`config.mk`:
```
export PLATFORM = sky130hd
export DESIGN_NAME = commit_trace_fifo_flat
export DESIGN_NICKNAME = d
export VERILOG_FILES = /design/src/rtl/commit_trace_fifo_if.sv /design/src/rtl/commit_trace_fifo.sv /design/src/flat_wrapper.sv
export SDC_FILE = /design/constraint.sdc
export NUM_CORES = 2
export LEC_CHECK = 0
export CORE_MARGIN = 8
export CORE_UTILIZATION = 50
export DETAILED_ROUTE_END_ITERATION = 8
export PLACE_DENSITY_LB_ADDON = 0.05
export SYNTH_ARGS = -nofsm -noshare
export SYNTH_HDL_FRONTEND = slang
export SYNTH_SLANG_ARGS = --single-unit
```
`constraint.sdc`:
```
create_clock -name clk -period 11.1 [get_ports clk]
set_input_delay 1.11 -clock clk [delete_from_list [all_inputs] [get_ports clk]]
set_output_delay 1.11 -clock clk [all_outputs]
set_load 0.05 [all_outputs]
```
`src/rtl/commit_trace_fifo_if.sv`:
```
// rtl/commit_trace_fifo_if.sv - capture and drain stream bundle for commit_trace_fifo
//
// Signals:
//   capture_en        record the current core outputs this cycle
//   core_address      PC of the executing instruction
//   core_instruction  instruction word
//   core_result       write-back value
//   out_valid         head record available
//   out_ready         sink accepts head record
//   out_pc / out_instr / out_result  head record fields
// Modports:
//   master  drives the core outputs and the sink's ready (core + sink side)
//   slave   the trace FIFO itself
interface commit_trace_fifo_if;
    logic        capture_en;
    logic [31:0] core_address;
    logic [31:0] core_instruction;
    logic [31:0] core_result;
    logic        out_valid;
    logic        out_ready;
    logic [31:0] out_pc;
    logic [31:0] out_instr;
    logic [31:0] out_result;

    modport master (
        output capture_en, core_address, core_instruction, core_result, out_ready,
        input  out_valid, out_pc, out_instr, out_result
    );

    modport slave (
        input  capture_en, core_address, core_instruction, core_result, out_ready,
        output out_valid, out_pc, out_instr, out_result
    );
endinterface

```
`src/rtl/commit_trace_fifo.sv`:
```
// rtl/commit_trace_fifo.sv - retired-instruction trace FIFO with overflow accounting
//
// Buffers one {pc, instr, result} record per capture cycle and drains them over a
// valid/ready stream. Records arriving while full (with no pop) are discarded and
// counted in a saturating counter; a sticky flag marks the first loss.
//
// Optional feature: define TRACE_SKIP_NOP_EN to ignore capture requests whose
// instruction word is 32'h00000000 (neither stored nor counted as dropped).
//
// Ports:
//   clk       system clock, rising edge
//   reset     asynchronous active-low reset
//   bus       commit_trace_fifo_if.slave: capture inputs and output stream
//   count     entries currently stored (registered)
//   full      count == DEPTH (registered)
//   empty     count == 0 (registered)
//   dropped   saturating count of records lost to overflow
//   overflow  sticky, set on first drop
module commit_trace_fifo #(
    parameter int DEPTH  = 16,
    parameter int DROP_W = 8
) (
    input  logic                     clk,
    input  logic                     reset,
    commit_trace_fifo_if.slave       bus,
    output logic [$clog2(DEPTH):0]   count,
    output logic                     full,
    output logic                     empty,
    output logic [DROP_W-1:0]        dropped,
    output logic                     overflow
);
    localparam int AW = $clog2(DEPTH);
    localparam int CW = AW + 1;

    logic [95:0]   mem [DEPTH];
    logic [AW-1:0] rd_ptr;
    logic [AW-1:0] wr_ptr;
    logic [95:0]   head;
    logic          push_req;
    logic          pop;
    logic          push;
    logic [CW-1:0] count_next;

    always_comb begin
        push_req = bus.capture_en;
`ifdef TRACE_SKIP_NOP_EN
        if (bus.core_instruction == 32'h0000_0000) begin
            push_req = 1'b0;
        end
`endif
    end

    // A pop frees the slot at the same edge, so a full FIFO still accepts a push.
    assign pop  = !empty && bus.out_ready;
    assign push = push_req && (!full || pop);

    always_comb begin
        count_next = count;
        if (push && !pop) begin
            count_next = count + CW'(1);
        end else if (!push && pop) begin
            count_next = count - CW'(1);
        end
    end

    // Storage carries no reset; the output gate below hides stale entries.
    always_ff @(posedge clk) begin
        if (push) begin
            mem[wr_ptr] <= {bus.core_address, bus.core_instruction, bus.core_result};
        end
    end

    always_ff @(posedge clk or negedge reset) begin
        if (!reset) begin
            rd_ptr   <= '0;
            wr_ptr   <= '0;
            count    <= '0;
            full     <= 1'b0;
            empty    <= 1'b1;
            dropped  <= '0;
            overflow <= 1'b0;
        end else begin
            // DEPTH is a power of two, so pointer overflow is the wrap to 0.
            if (push) begin
                wr_ptr <= wr_ptr + AW'(1);
            end
            if (pop) begin
                rd_ptr <= rd_ptr + AW'(1);
            end
            count <= count_next;
            full  <= (count_next == CW'(DEPTH));
            empty <= (count_next == '0);
            if (push_req && !push) begin
                overflow <= 1'b1;
                if (dropped != '1) begin
                    dropped <= dropped + DROP_W'(1);
                end
            end
        end
    end

    // Gating on empty forces zeros during reset and after it, before any push.
    assign head           = mem[rd_ptr];
    assign bus.out_valid  = !empty;
    assign bus.out_pc     = empty ? 32'h0 : head[95:64];
    assign bus.out_instr  = empty ? 32'h0 : head[63:32];
    assign bus.out_result = empty ? 32'h0 : head[31:0];
endmodule
```
`src/flat_wrapper.sv`:
```
// flat-port wrapper written by rule: the top's interface ports become plain ports
module commit_trace_fifo_flat 
#(
    parameter int DEPTH  = 16,
    parameter int DROP_W = 8
)
  (clk, reset, count, full, empty, dropped, overflow, bus_capture_en, bus_core_address, bus_core_instruction, bus_core_result, bus_out_ready, bus_out_valid, bus_out_pc, bus_out_instr, bus_out_result);
  commit_trace_fifo_if bus_i ();
  input  logic clk;
  input  logic reset;
  output logic [$clog2(DEPTH):0] count;
  output logic full;
  output logic empty;
  output logic [DROP_W-1:0] dropped;
  output logic overflow;
  input wire logic [$bits(bus_i.capture_en)-1:0] bus_capture_en;
  input wire logic [$bits(bus_i.core_address)-1:0] bus_core_address;
  input wire logic [$bits(bus_i.core_instruction)-1:0] bus_core_instruction;
  input wire logic [$bits(bus_i.core_result)-1:0] bus_core_result;
  input wire logic [$bits(bus_i.out_ready)-1:0] bus_out_ready;
  output wire logic [$bits(bus_i.out_valid)-1:0] bus_out_valid;
  output wire logic [$bits(bus_i.out_pc)-1:0] bus_out_pc;
  output wire logic [$bits(bus_i.out_instr)-1:0] bus_out_instr;
  output wire logic [$bits(bus_i.out_result)-1:0] bus_out_result;
  assign bus_i.capture_en = bus_capture_en;
  assign bus_i.core_address = bus_core_address;
  assign bus_i.core_instruction = bus_core_instruction;
  assign bus_i.core_result = bus_core_result;
  assign bus_i.out_ready = bus_out_ready;
  assign bus_out_valid = bus_i.out_valid;
  assign bus_out_pc = bus_i.out_pc;
  assign bus_out_instr = bus_i.out_instr;
  assign bus_out_result = bus_i.out_result;
  commit_trace_fifo #(.DEPTH(DEPTH), .DROP_W(DROP_W)) u_core (.clk(clk), .reset(reset), .bus(bus_i), .count(count), .full(full), .empty(empty), .dropped(dropped), .overflow(overflow));
endmodule
```
==> Flow_metrics.wiki <==
{| class="wikitable"
! Metric !! Value
|-
| I/O pin count || 213
|-
| CTS H-tree depth || 4
|-
| Hold_ws || 485.5 ps
|-
| Type of the worst min-delay path || flop to flop
|-
| Clock network latency to the later pin of the worst-skew pair || 760 ps
|-
| Adder-cell share of the synthesized area || 0.1681%
|-
| Total track usage || 21.72%
|-
| Final standard cell utilization of the core || 57.94%
|-
| GR Overflow Total || 0
|-
| Placed cell count || 4302
|-
| Post-Route Setup TNS || 0 ps
|-
| Setup repair after global routing missed its margin || no
|-
| Number of gates resized after CTS || 0
|-
| TritonCTS clock tree || done
|-
| Maximum fanout along the worst path || 103
|-
| Via density per instance || 6.126
|-
| Mux cell area share after synthesis || 15.95%
|-
| Final antenna-violating net count || 0
|-
| Power density cells || 282.8 nW/µm²
|-
| Die Span Y || 361.1 µm
|-
| Placed Area || 63440 µm²
|-
| Critical path capture point type || output port
|-
| Total power after layout || 19.35 mW
|-
| Top delay family on crit path || buffers and inverters
|-
| Number of clock buffers inserted by TritonCTS || 160
|-
| Overall routed net length || 142800 µm
|-
| Post-synthesis share of cell area spent on xor and xnor gates || 0.2501%
|-
| Slew Viols, Final || 0
|-
| DRC Markers || 0
|-
| Number of sinks on the clock net || 1560
|-
| Pre-CTS setup slack || 5572 ps
|-
| Die Width || 361.1 µm
|-
| Data arrival, critical path || 5030 ps
|-
| Initial core utilization || 50.42%
|-
| LEAKAGE || 21.71 nW
|-
| Worst Setup SP || u_core.rd_ptr[0]
|-
| Combinational family with the most area after synthesis || multiplexers
|-
| Largest net degree at the start of global routing || 138
|-
| Cell variety after synth || 46
|-
| Number of antenna violations at the first check in global routing || 15
|-
| CP peak stage delay || 970 ps
|-
| Post-synthesis cell count || 2640
|-
| Wire length of the first global-routing pass || 207000 µm
|-
| Worst setup skew after layout || 22.22 ps
|-
| Syn Nets || 2748
|-
| Worst path setup slack after routing || 4963 ps
|-
| Area share of and/or/nand/nor cells after synthesis || 1.517%
|-
| Worst-margin pin slew || 1178 ps
|-
| Nature of the critical path startpoint || flop
|-
| Growth of design area from synthesis to finish || 14.92%
|-
| Buffer levels on the longest clock path || 3
|-
| Via count of the first global-routing pass || 29780
|-
| Rows || 126
|-
| Remaining max-slew budget at the tightest pin || 21.48%
|-
| WS Path Type || flop to output port
|-
| Count of vias placed by the detailed router || 28190
|-
| Final Cycle Share || 55.28%
|-
| Standard cell core area || 118100 µm²
|-
| Clock period minus worst slack || 6137 ps
|-
| Max-Cap Viols || 0
|-
| Net count of the finished layout || 3036
|-
| Leading cell types in the layout, fill and taps excluded || edfxtp_1, mux4_2, clkdlybuf4s50_1
|-
| Worst flop-to-flop path startpoint || u_core.empty
|-
| Die footprint || 130400 µm²
|-
| Compound-cell area share of the yosys netlist || 2.339%
|-
| WP data required || 9990 ps
|-
| Library cell used as clock root buffer || clkbuf_16
|-
| Most frequent standard cell in the layout excluding fill and tap cells || edfxtp_1
|-
| Port Buffer Count || 212
|-
| Sequential fraction of the synthesis area || 78.48%
|-
| GPL Wtd Cong || 0.7310
|-
| Bufs and invs on worst path || 3
|-
| Maximum ir drop on the vdd rail || 234.8 µV
|-
| Synth warnings || 0
|-
| Layout cell share with drive strength beyond 1 || 21.32%
|-
| Final hold viol count || 0
|-
| Post-layout instance count excluding filler cells || 4602
|-
| Routed length per instance || 31.03 µm
|-
| Cells along the critical path || buf_12, buf_4, mux4_2, a32oi_1, o211ai_1, clkdlybuf4s50_1
|-
| Setup bufs post-CTS || 0
|-
| Number of search-and-repair iterations in the first detailed-routing pass || 7
|-
| Number of DRC markers after the initial detailed-route iteration || 2627
|-
| Number of failing setup endpoints in the final timing report || 0
|-
| Cell with the largest stage delay on the worst path || dfrtp_4
|-
| Run status || finished clean
|-
| Hold wc startpoint || u_core.overflow
|-
| Detailed Place HPWL || 71170 µm
|-
| Clock transition at the register clock pins on the worst setup and hold paths after CTS || 60 ps
|-
| Layout Cell Area excl Fill || 68420 µm²
|-
| Synth Area per Inst || 22.55 µm²
|-
| CTS hold repair buffers || 0
|-
| Highest Clock Rate || 163.0 MHz
|-
| Syn Std Cell Area || 59540 µm²
|-
| Number of flip-flops and latches in the synthesized netlist || 1560
|}
[layer usage]
metal	part of all wire [%]	GRT usage, %	vias to the layer above
li1	-	-	11830
met1	42	29.61	15220
met2	49	35.86	925
met3	6.8	4.622	209
met4	2.2	5.865	6
met5	0.023	0	-
[worst reg2reg max path, delay by kind of cell (launching register included)]
family | cells | cell delay [ps]
buffers and inverters | 3 | 1910
and+or+nand+nor | 2 | 920
DFF | 1 | 460
AOI/OAI and AO/OA | 1 | 350
[report_power, final]
part	total [mW]	internal (mW)	switching, mW
Sequential	7.32	7.08	0.233
Combinational	6.93	2.55	4.39
Clock	5.10	2.91	2.19
Total	19.3	12.5	6.81
[sequential cells by signal, indices dropped and copies added, names as in the netlist]
register / cells
u_core.mem: 1536
u_core.dropped: 8
u_core.count: 5
u_core.rd_ptr: 4
u_core.wr_ptr: 4
u_core.empty: 1
u_core.full: 1
u_core.overflow: 1
[final cells by class]
| cell class | count | area (µm²) |
|---|---|---|
| antenna | 8 | 20.02 |
| clock buffer | 199 | 4214 |
| clock inverter | 93 | 748.2 |
| fill | 8509 | 49660 |
| inverter | 9 | 41.29 |
| multi-input combinational | 927 | 12140 |
| sequential | 1560 | 46730 |
| tap | 1536 | 1922 |
| timing repair buffer | 270 | 2595 |
[final timing paths]
path | slack (ps) | cells past startpoint | endpoint
setup / recovery | 4960 | 6 | bus_out_result[10]
hold reg to reg | 490 | 1 | u_core.overflow
setup reg to reg | 7010 | 6 | u_core.mem[14][52]
hold / removal | 490 | 1 | u_core.overflow
max in group asynchronous | 10040 | 2 | u_core.empty
min in group asynchronous | 740 | 2 | u_core.rd_ptr[3]
[synth_stat cells, drive strengths merged]
master	number	area share (%)
a211oi	17	0.21
o2bb2ai	1	0.015
dfrtp	23	0.97
ha	8	0.17
a32oi	25	0.37
and2b	1	0.013
mux2	1	0.019
dfstp	1	0.044
nor2	9	0.057
nor3	2	0.017
a311oi	16	0.24
o21ai	21	0.18
a22oi	16	0.20
nor3b	2	0.025
nor4b	1	0.015
xnor2	13	0.19
a21oi	16	0.13
nand3	6	0.050
o311ai	1	0.015
and4	4	0.059
nand2	89	0.56
and3	10	0.11
a31o	1	0.015
clkbuf	57	0.36
edfxtp	1536	77
mux4	343	13
a21boi	1	0.013
o211ai	26	0.33
nor4bb	1	0.017
and2	3	0.032
xor2	4	0.059
inv	8	0.050
nand2b	3	0.032
a31oi	1	0.011
mux2i	176	3.0
nor2b	21	0.22
or2	1	0.011
buf	87	0.87
nand4	29	0.30
o22ai	57	0.60
a221oi	1	0.015
clkinv	1	0.0084
[kinds of logic after synthesis]
kind of cell | after synthesis
AO/OA/AOI/OAI | 200
XOR/XNOR | 17
adder cells (fa/ha/maj) | 8
buffers and inverters | 153
flip-flops | 1560
multiplexers | 520
AND/OR/NAND/NOR | 182
Note: power is estimated with default switching activity, not from simulation.
